**src/rtl/wb_pkg.sv**
```systemverilog
// Shared types, codes and load-formatting helper for the writeback stage.
package wb_pkg;

  localparam int unsigned XLEN       = 32;
  localparam int unsigned REG_AW     = 5;
  localparam int unsigned NUM_REGS   = 32;
  localparam int unsigned LDQ_DEPTH  = 4;
  localparam int unsigned LDQ_PTR_W  = 2;
  localparam int unsigned LDQ_CNT_W  = 3;

  localparam logic [1:0] WB_NONE = 2'b00;
  localparam logic [1:0] WB_8    = 2'b01;
  localparam logic [1:0] WB_16   = 2'b10;
  localparam logic [1:0] WB_32   = 2'b11;

  localparam logic [1:0] SZ_BYTE = 2'd0;
  localparam logic [1:0] SZ_HALF = 2'd1;
  localparam logic [1:0] SZ_WORD = 2'd2;

  typedef struct packed {
    logic [REG_AW-1:0] rd;
    logic [1:0]        size;
    logic              sgn;
    logic [1:0]        off;
  } ldq_entry_t;

  typedef struct packed {
    logic [1:0]      we;
    logic [XLEN-1:0] data;
  } wb_write_t;

  // Align the raw word by the byte offset, then extend to the requested width.
  function automatic wb_write_t ld_format(input logic [XLEN-1:0] raw, input ldq_entry_t e);
    logic [XLEN-1:0] sh;
    sh = raw >> {e.off, 3'b000};
    ld_format.we   = WB_32;
    ld_format.data = sh;
    case (e.size)
      SZ_BYTE: begin
        if (e.sgn) ld_format.data = {{24{sh[7]}}, sh[7:0]};
        else begin
          ld_format.we   = WB_8;
          ld_format.data = {24'b0, sh[7:0]};
        end
      end
      SZ_HALF: begin
        if (e.sgn) ld_format.data = {{16{sh[15]}}, sh[15:0]};
        else begin
          ld_format.we   = WB_16;
          ld_format.data = {16'b0, sh[15:0]};
        end
      end
      default: ld_format.data = sh;
    endcase
  endfunction

endpackage

```
**src/rtl/wb_stage_if.sv**
```systemverilog
// Handshake and register-file signals of the writeback stage.
interface wb_stage_if;
  import wb_pkg::*;

  logic              alu_valid;
  logic              alu_ready;
  logic [REG_AW-1:0] alu_rd;
  logic [XLEN-1:0]   alu_data;

  logic              ld_issue_valid;
  logic              ld_issue_ready;
  logic [REG_AW-1:0] ld_issue_rd;
  logic [1:0]        ld_issue_size;
  logic              ld_issue_signed;
  logic [1:0]        ld_issue_off;

  logic              mem_rsp_valid;
  logic [XLEN-1:0]   mem_rsp_data;

  logic [REG_AW-1:0] rs1_addr;
  logic [REG_AW-1:0] rs2_addr;
  logic              hazard;

  logic [REG_AW-1:0] wb_addr;
  logic [XLEN-1:0]   wb_data;
  logic [1:0]        wb_we;
  logic              rsp_err;

  modport master (
    output alu_valid, alu_rd, alu_data,
    output ld_issue_valid, ld_issue_rd, ld_issue_size, ld_issue_signed, ld_issue_off,
    output mem_rsp_valid, mem_rsp_data, rs1_addr, rs2_addr,
    input  alu_ready, ld_issue_ready, hazard, wb_addr, wb_data, wb_we, rsp_err
  );

  modport slave (
    input  alu_valid, alu_rd, alu_data,
    input  ld_issue_valid, ld_issue_rd, ld_issue_size, ld_issue_signed, ld_issue_off,
    input  mem_rsp_valid, mem_rsp_data, rs1_addr, rs2_addr,
    output alu_ready, ld_issue_ready, hazard, wb_addr, wb_data, wb_we, rsp_err
  );
endinterface

```
**src/rtl/wb_stage_ld_queue.sv**
```systemverilog
// In-order FIFO of outstanding load metadata with occupancy count.
module ld_queue
  import wb_pkg::*;
(
  input  logic                 clk,
  input  logic                 rst,
  input  logic                 push,
  input  ldq_entry_t           din,
  input  logic                 pop,
  output ldq_entry_t           head,
  output logic [LDQ_CNT_W-1:0] count,
  output logic                 full,
  output logic                 empty
);

  ldq_entry_t           r_mem [LDQ_DEPTH];
  logic [LDQ_PTR_W-1:0] r_wr_ptr;
  logic [LDQ_PTR_W-1:0] r_rd_ptr;
  logic [LDQ_CNT_W-1:0] r_count;
  logic                 w_push;
  logic                 w_pop;

  assign full   = (r_count == LDQ_CNT_W'(LDQ_DEPTH));
  assign empty  = (r_count == '0);
  assign count  = r_count;
  assign head   = r_mem[r_rd_ptr];
  assign w_push = push && !full;
  assign w_pop  = pop && !empty;

  // Pointers are exactly log2(depth) wide, so they wrap on their own.
  always_ff @(posedge clk or negedge rst) begin
    if (!rst) begin
      r_wr_ptr <= '0;
      r_rd_ptr <= '0;
      r_count  <= '0;
    end else begin
      if (w_push) r_wr_ptr <= r_wr_ptr + LDQ_PTR_W'(1);
      if (w_pop)  r_rd_ptr <= r_rd_ptr + LDQ_PTR_W'(1);
      case ({w_push, w_pop})
        2'b10:   r_count <= r_count + LDQ_CNT_W'(1);
        2'b01:   r_count <= r_count - LDQ_CNT_W'(1);
        default: r_count <= r_count;
      endcase
    end
  end

  always_ff @(posedge clk) begin
    if (w_push) r_mem[r_wr_ptr] <= din;
  end

endmodule

```
**src/rtl/wb_stage.sv**
```systemverilog
// Writeback stage: arbitrates load responses over ALU results, formats loads, tracks load hazards.
module wb_stage
  import wb_pkg::*;
(
  input  logic       clk,
  input  logic       rst,
  wb_stage_if.slave  bus
);

  ldq_entry_t           w_head;
  ldq_entry_t           w_din;
  logic [LDQ_CNT_W-1:0] w_count;
  logic                 w_full;
  logic                 w_empty;
  logic                 w_push;
  logic                 w_pop;
  logic                 w_alu_fire;
  wb_write_t            w_ld;

  logic [REG_AW-1:0]    w_wb_addr;
  logic [XLEN-1:0]      w_wb_data;
  logic [1:0]           w_wb_we;
  logic [NUM_REGS-1:0]  w_busy;

  logic [REG_AW-1:0]    r_wb_addr;
  logic [XLEN-1:0]      r_wb_data;
  logic [1:0]           r_wb_we;
  logic [NUM_REGS-1:0]  r_busy;
  logic                 r_rsp_err;

  // Readiness depends only on registered state; a same-cycle pop frees nothing.
  assign bus.ld_issue_ready = (w_count < LDQ_CNT_W'(LDQ_DEPTH)) && !r_busy[bus.ld_issue_rd];
  assign bus.alu_ready      = !(rst && bus.mem_rsp_valid);
  assign bus.hazard         = r_busy[bus.rs1_addr] | r_busy[bus.rs2_addr];
  assign bus.wb_addr        = r_wb_addr;
  assign bus.wb_data        = r_wb_data;
  assign bus.wb_we          = r_wb_we;
  assign bus.rsp_err        = r_rsp_err;

  assign w_push     = bus.ld_issue_valid && bus.ld_issue_ready;
  assign w_pop      = bus.mem_rsp_valid && !w_empty;
  assign w_alu_fire = bus.alu_valid && bus.alu_ready;
  assign w_din      = '{rd: bus.ld_issue_rd, size: bus.ld_issue_size,
                        sgn: bus.ld_issue_signed, off: bus.ld_issue_off};
  assign w_ld       = ld_format(bus.mem_rsp_data, w_head);

  ld_queue u_ld_queue (
    .clk   (clk),
    .rst   (rst),
    .push  (w_push),
    .din   (w_din),
    .pop   (w_pop),
    .head  (w_head),
    .count (w_count),
    .full  (w_full),
    .empty (w_empty)
  );

  always_comb begin
    w_wb_addr = '0;
    w_wb_data = '0;
    w_wb_we   = WB_NONE;
    if (w_pop) begin
      if (w_head.rd != '0) begin
        w_wb_addr = w_head.rd;
        w_wb_data = w_ld.data;
        w_wb_we   = w_ld.we;
      end
    end else if (w_alu_fire && (bus.alu_rd != '0)) begin
      w_wb_addr = bus.alu_rd;
      w_wb_data = bus.alu_data;
      w_wb_we   = WB_32;
    end
  end

  // Clear-before-set is safe: an issue to a busy register is never accepted.
  always_comb begin
    w_busy = r_busy;
    if (w_pop)  w_busy[w_head.rd]     = 1'b0;
    if (w_push) w_busy[bus.ld_issue_rd] = 1'b1;
    w_busy[0] = 1'b0;
  end

  always_ff @(posedge clk or negedge rst) begin
    if (!rst) begin
      r_wb_addr <= '0;
      r_wb_data <= '0;
      r_wb_we   <= WB_NONE;
      r_busy    <= '0;
      r_rsp_err <= 1'b0;
    end else begin
      r_wb_addr <= w_wb_addr;
      r_wb_data <= w_wb_data;
      r_wb_we   <= w_wb_we;
      r_busy    <= w_busy;
      if (bus.mem_rsp_valid && w_empty) r_rsp_err <= 1'b1;
    end
  end

  a_full_matches_count: assert property (@(posedge clk) disable iff (!rst)
    w_full == (w_count == LDQ_CNT_W'(LDQ_DEPTH)));

endmodule

```
**src/flat_wrapper.sv**
```systemverilog
// flat-port wrapper written by rule: the top's interface ports become plain ports
module wb_stage_flat import wb_pkg::*;
  (clk, rst, bus_alu_valid, bus_alu_rd, bus_alu_data, bus_ld_issue_valid, bus_ld_issue_rd, bus_ld_issue_size, bus_ld_issue_signed, bus_ld_issue_off, bus_mem_rsp_valid, bus_mem_rsp_data, bus_rs1_addr, bus_rs2_addr, bus_alu_ready, bus_ld_issue_ready, bus_hazard, bus_wb_addr, bus_wb_data, bus_wb_we, bus_rsp_err);
  wb_stage_if bus_i ();
  input  logic clk;
  input  logic rst;
  input wire logic [$bits(bus_i.alu_valid)-1:0] bus_alu_valid;
  input wire logic [$bits(bus_i.alu_rd)-1:0] bus_alu_rd;
  input wire logic [$bits(bus_i.alu_data)-1:0] bus_alu_data;
  input wire logic [$bits(bus_i.ld_issue_valid)-1:0] bus_ld_issue_valid;
  input wire logic [$bits(bus_i.ld_issue_rd)-1:0] bus_ld_issue_rd;
  input wire logic [$bits(bus_i.ld_issue_size)-1:0] bus_ld_issue_size;
  input wire logic [$bits(bus_i.ld_issue_signed)-1:0] bus_ld_issue_signed;
  input wire logic [$bits(bus_i.ld_issue_off)-1:0] bus_ld_issue_off;
  input wire logic [$bits(bus_i.mem_rsp_valid)-1:0] bus_mem_rsp_valid;
  input wire logic [$bits(bus_i.mem_rsp_data)-1:0] bus_mem_rsp_data;
  input wire logic [$bits(bus_i.rs1_addr)-1:0] bus_rs1_addr;
  input wire logic [$bits(bus_i.rs2_addr)-1:0] bus_rs2_addr;
  output wire logic [$bits(bus_i.alu_ready)-1:0] bus_alu_ready;
  output wire logic [$bits(bus_i.ld_issue_ready)-1:0] bus_ld_issue_ready;
  output wire logic [$bits(bus_i.hazard)-1:0] bus_hazard;
  output wire logic [$bits(bus_i.wb_addr)-1:0] bus_wb_addr;
  output wire logic [$bits(bus_i.wb_data)-1:0] bus_wb_data;
  output wire logic [$bits(bus_i.wb_we)-1:0] bus_wb_we;
  output wire logic [$bits(bus_i.rsp_err)-1:0] bus_rsp_err;
  assign bus_i.alu_valid = bus_alu_valid;
  assign bus_i.alu_rd = bus_alu_rd;
  assign bus_i.alu_data = bus_alu_data;
  assign bus_i.ld_issue_valid = bus_ld_issue_valid;
  assign bus_i.ld_issue_rd = bus_ld_issue_rd;
  assign bus_i.ld_issue_size = bus_ld_issue_size;
  assign bus_i.ld_issue_signed = bus_ld_issue_signed;
  assign bus_i.ld_issue_off = bus_ld_issue_off;
  assign bus_i.mem_rsp_valid = bus_mem_rsp_valid;
  assign bus_i.mem_rsp_data = bus_mem_rsp_data;
  assign bus_i.rs1_addr = bus_rs1_addr;
  assign bus_i.rs2_addr = bus_rs2_addr;
  assign bus_alu_ready = bus_i.alu_ready;
  assign bus_ld_issue_ready = bus_i.ld_issue_ready;
  assign bus_hazard = bus_i.hazard;
  assign bus_wb_addr = bus_i.wb_addr;
  assign bus_wb_data = bus_i.wb_data;
  assign bus_wb_we = bus_i.wb_we;
  assign bus_rsp_err = bus_i.rsp_err;
  wb_stage u_core (.clk(clk), .rst(rst), .bus(bus_i));
endmodule
```
**config.mk**
```make
export PLATFORM = sky130hd
export DESIGN_NAME = wb_stage_flat
export DESIGN_NICKNAME = d
export VERILOG_FILES = /design/src/rtl/wb_pkg.sv /design/src/rtl/wb_stage_if.sv /design/src/rtl/wb_stage_ld_queue.sv /design/src/rtl/wb_stage.sv /design/src/flat_wrapper.sv
export SDC_FILE = /design/constraint.sdc
export NUM_CORES = 1
export LEC_CHECK = 0
export CAP_MARGIN = 25
export CORE_MARGIN = 2
export CORE_UTILIZATION = 40
export DETAILED_ROUTE_END_ITERATION = 8
export GPL_ROUTABILITY_DRIVEN = 0
export PLACE_DENSITY_LB_ADDON = 0.15
export SYNTH_ARGS = -nofsm -noshare
export SYNTH_HDL_FRONTEND = slang
export SYNTH_SLANG_ARGS = --single-unit
```
**constraint.sdc**
```tcl
create_clock -name clk -period 5.2 [get_ports clk]
set_input_delay 1.56 -clock clk [delete_from_list [all_inputs] [get_ports clk]]
set_output_delay 1.56 -clock clk [all_outputs]
set_load 0.02 [all_outputs]
```
==> metrics <==
Worst Hold Path EP=u_core.bus.rsp_err$_DFFE_PN0P_; Critical Path Source Type=input pin; layout cell share with drive strength beyond 1=16.7%; internal power=2.93 mW; final setup violation count=0; Crit path required time=3640 ps; clock network fraction of total power=23.4%; Synth Instances=491; CTS tree=done; post-synthesis cell area=6120 sq um; total of warnings raised by yosys=0; Slew Limit Fails=0; vias in the first global route=5071; number of enable flip-flop cells after synthesis=40; Max FO, Critical Path=8; Final Cycle Share=99.3%; H-tree depth=4; DIE AREA=16300 sq um; synthesized net count=591; Inserted Clock Buffers=17; Placed Area=7770 sq um; Final HPWL DP=13200 microns; Top FF cell, synth=dfrtp_1; Post-Route WL=18700 microns; top cells by instance count after synthesis=dfrtp_1 (78), nand2_1 (54), o21ai_0 (44); total grt overflow=0; die width=128 microns; number of core rows=45; crit-path cells=clkdlybuf4s50_1 -> buf_12 -> mux4_2 -> mux4_2 -> mux2i_1 -> nand2_1 -> buf_2; Die H=128 microns; Worst-Margin Slew=924 ps; Worst Path Arrival=3600 ps; Via density=5.91; main area contributors after synthesis=dfrtp_1 (32%), edfxtp_1 (20%), mux4_2 (13%); Sw Share=38.1%; count of different cell masters after synthesis=48; max-cap viol count=0; Synth Register Bits=118; crit end category=primary output; antenna violations before repair=0; count leader, synth=dfrtp_1; sequential area share after synthesis=51.5%; Multi-input gate area=2760 sq um; deepest clock path buffer count=2; Seq pwr share=33.0%; IO buf count=136; DR pass1 iterations=7; fin cells=840; worst-case reg-to-reg path depth=6; Iteration-0 DRC Markers=612; Max Clk Rate=0.194 GHz; Worst Hold Slack=461 ps; M2 GR Usage=37.0%; CP most frequent cell=mux4_2; CP max stage cell=clkdlybuf4s50_1; Max VDD drop=0.285 mV; max_slew headroom=38.0%; min Tclk post-route=5160 ps; Yosys top cell area share=31.9%; pre-CTS setup slack=-400 ps; max incr delay on CP=510 ps; PwrDens=566 nW/um^2; pin count of the biggest net entering global routing=80; io pins=137; syn_area_per_cell=12.5 sq um; placed insts=807; Worst Slack Setup Final=37.8 ps; Most Crowded Layer GR=met2; setup slack, reg-to-reg=2260 ps; # diodes=0; clock insertion delay at the later pin of the skew report=420 ps; kind of critical path=in2out; filler instances=1311; GRT Overall Usage=23.4%; Post-Layout Inst Area=8370 sq um; worst hold path startpoint=u_core.bus.rsp_err$_DFFE_PN0P_; synthesis-to-layout area growth=36.7%; GR Util met1=30.7%; register area=3150 sq um; Root Buffer=clkbuf_16; RR Endpoint=u_core.bus.wb_data[17]$_DFF_PN0_; core region area=15100 sq um; Min-Delay Path Class=reg2reg; clock sinks=118; Reg2Reg Launch Point=u_core.u_ld_queue.r_rd_ptr[0]$_DFFE_PN0P_; NumNets Final=739; routing usage on met3=6.64%; Initial Util=40.6%; Hold Path Depth=1; wire per inst=22.2 microns; clk slew on worst S/H paths=50 ps; power share of the combinational group=43.6%; vias=4962; Layout Skew=13.0 ps; ANT nets after route=0; Post-synth ARST share=66.1%; Setup Buffers After CTS=0; Final Hold Fails=0; first-pass GRT wire length=28700 microns; Sw Pwr=1.80 mW; Remaining DRCs=0; Yosys top cell by area=dfrtp_1; Leak=3.37 nW; outcome=complete, no violations
[layer usage]
| metal | part of all wire (%) | wire length [microns] |
|---|---|---|
| met1 | 41 | 7690 |
| met4 | 2.2 | 412 |
| met5 | 0 | 0 |
| met2 | 47 | 8740 |
| met3 | 9.7 | 1820 |
[cells in the final DEF, fill, tap and decap left out, types with 13 or more instances in the layout]
| cell | count |
|---|---|
| o31ai_1 | 32 |
| buf_4 | 22 |
| dfrtp_1 | 78 |
| clkdlybuf4s50_1 | 132 |
| mux4_2 | 36 |
| clkbuf_16 | 19 |
| inv_1 | 15 |
| nor2b_1 | 13 |
| o21ai_0 | 44 |
| nand2_1 | 54 |
| mux2i_1 | 24 |
| edfxtp_1 | 40 |
| a22o_1 | 26 |
[worst max-delay path, delay by kind of cell]
family                 cells  cell delay [ps]
multiplexers               3             1160
buffers and inverters      3              810
AND/OR/NAND/NOR            1               70
[kinds of logic (layout without fill, tap and decap cells)]
| kind of cell | count (synthesis) | in the layout | share of synthesized area [%] |
|---|---|---|---|
| xor gates and xnor gates | 6 | 6 | 0.858 |
| AOI/OAI and AO/OA | 147 | 147 | 16.6 |
| buffers and inverters | 47 | 208 | 3.70 |
| muxes | 63 | 63 | 17.9 |
| and+or+nand+nor | 104 | 104 | 8.05 |
| adders and majority gates | 6 | 6 | 1.35 |
| DFF | 118 | 118 | 51.5 |
[cell type report]
cell class,instances,share of cell area (%)
well taps,188,2.81
clock buffers,22,6.05
clock inverters,10,0.807
inverters,15,0.673
flip-flops and latches,118,37.7
multi-input cells,326,33.0
repair buffers,161,19.0
[how the worst max path moves through the flow]
stage	startpoint	slack, ps	cells past startpoint	endpoint
2_1_floorplan	bus_rs1_addr[0]	380	5	bus_hazard
3_3_place_gp	bus_ld_issue_rd[0]	-350	6	bus_ld_issue_ready
3_5_place_dp	bus_ld_issue_rd[0]	-400	6	bus_ld_issue_ready
4_1_cts	bus_rs2_addr[0]	50	7	bus_hazard
5_1_grt	bus_ld_issue_rd[0]	-3	7	bus_ld_issue_ready
6_report	bus_rs2_addr[0]	40	7	bus_hazard
[flip-flops by register name (all words and copies together) (netlist names)]
signal and flops:
u_core.bus.wb_data 32, u_core.u_ld_queue.r_wr_ptr 2, u_core.u_ld_queue.r_rd_ptr 2, u_core.bus.wb_addr 5
u_core.u_ld_queue.count 3, u_core.u_ld_queue.r_mem 40, u_core.r_busy 31, u_core.bus.wb_we 2
u_core.bus.rsp_err 1
[power groups by stage]
stage | sequential, mW | combinational (mW) | clock [mW]
floorplan | 1.61 | 1.21 | 0
detailed placement | 1.56 | 2.05 | 0
CTS | 1.55 | 2.06 | 1.12
global route | 1.59 | 2.24 | 1.17
finish | 1.56 | 2.07 | 1.11
global placement | 1.56 | 2.01 | 0
[stage by stage]
| stage | utilization (%) | total power, mW | TNS [ps] |
|---|---|---|---|
| floorplan | - | 2.82 | 0 |
| global placement | 51.5 | 3.57 | -670 |
| detailed placement | 51.5 | 3.61 | -737 |
| CTS | 55.3 | 4.73 | 0 |
| global route | 55.5 | 4.99 | -3.50 |
| finish | 55.5 | 4.73 | 0 |
[repair_timing]
| action | 4_1_cts | 5_1_grt |
|---|---|---|
| setup endpoints to repair | 2 | 2 |
| hold buffers | 0 | 0 |
| gates resized for setup | 10 | 2 |
| pin swaps | 1 | 0 |
Power figures use the tool's default switching activity.
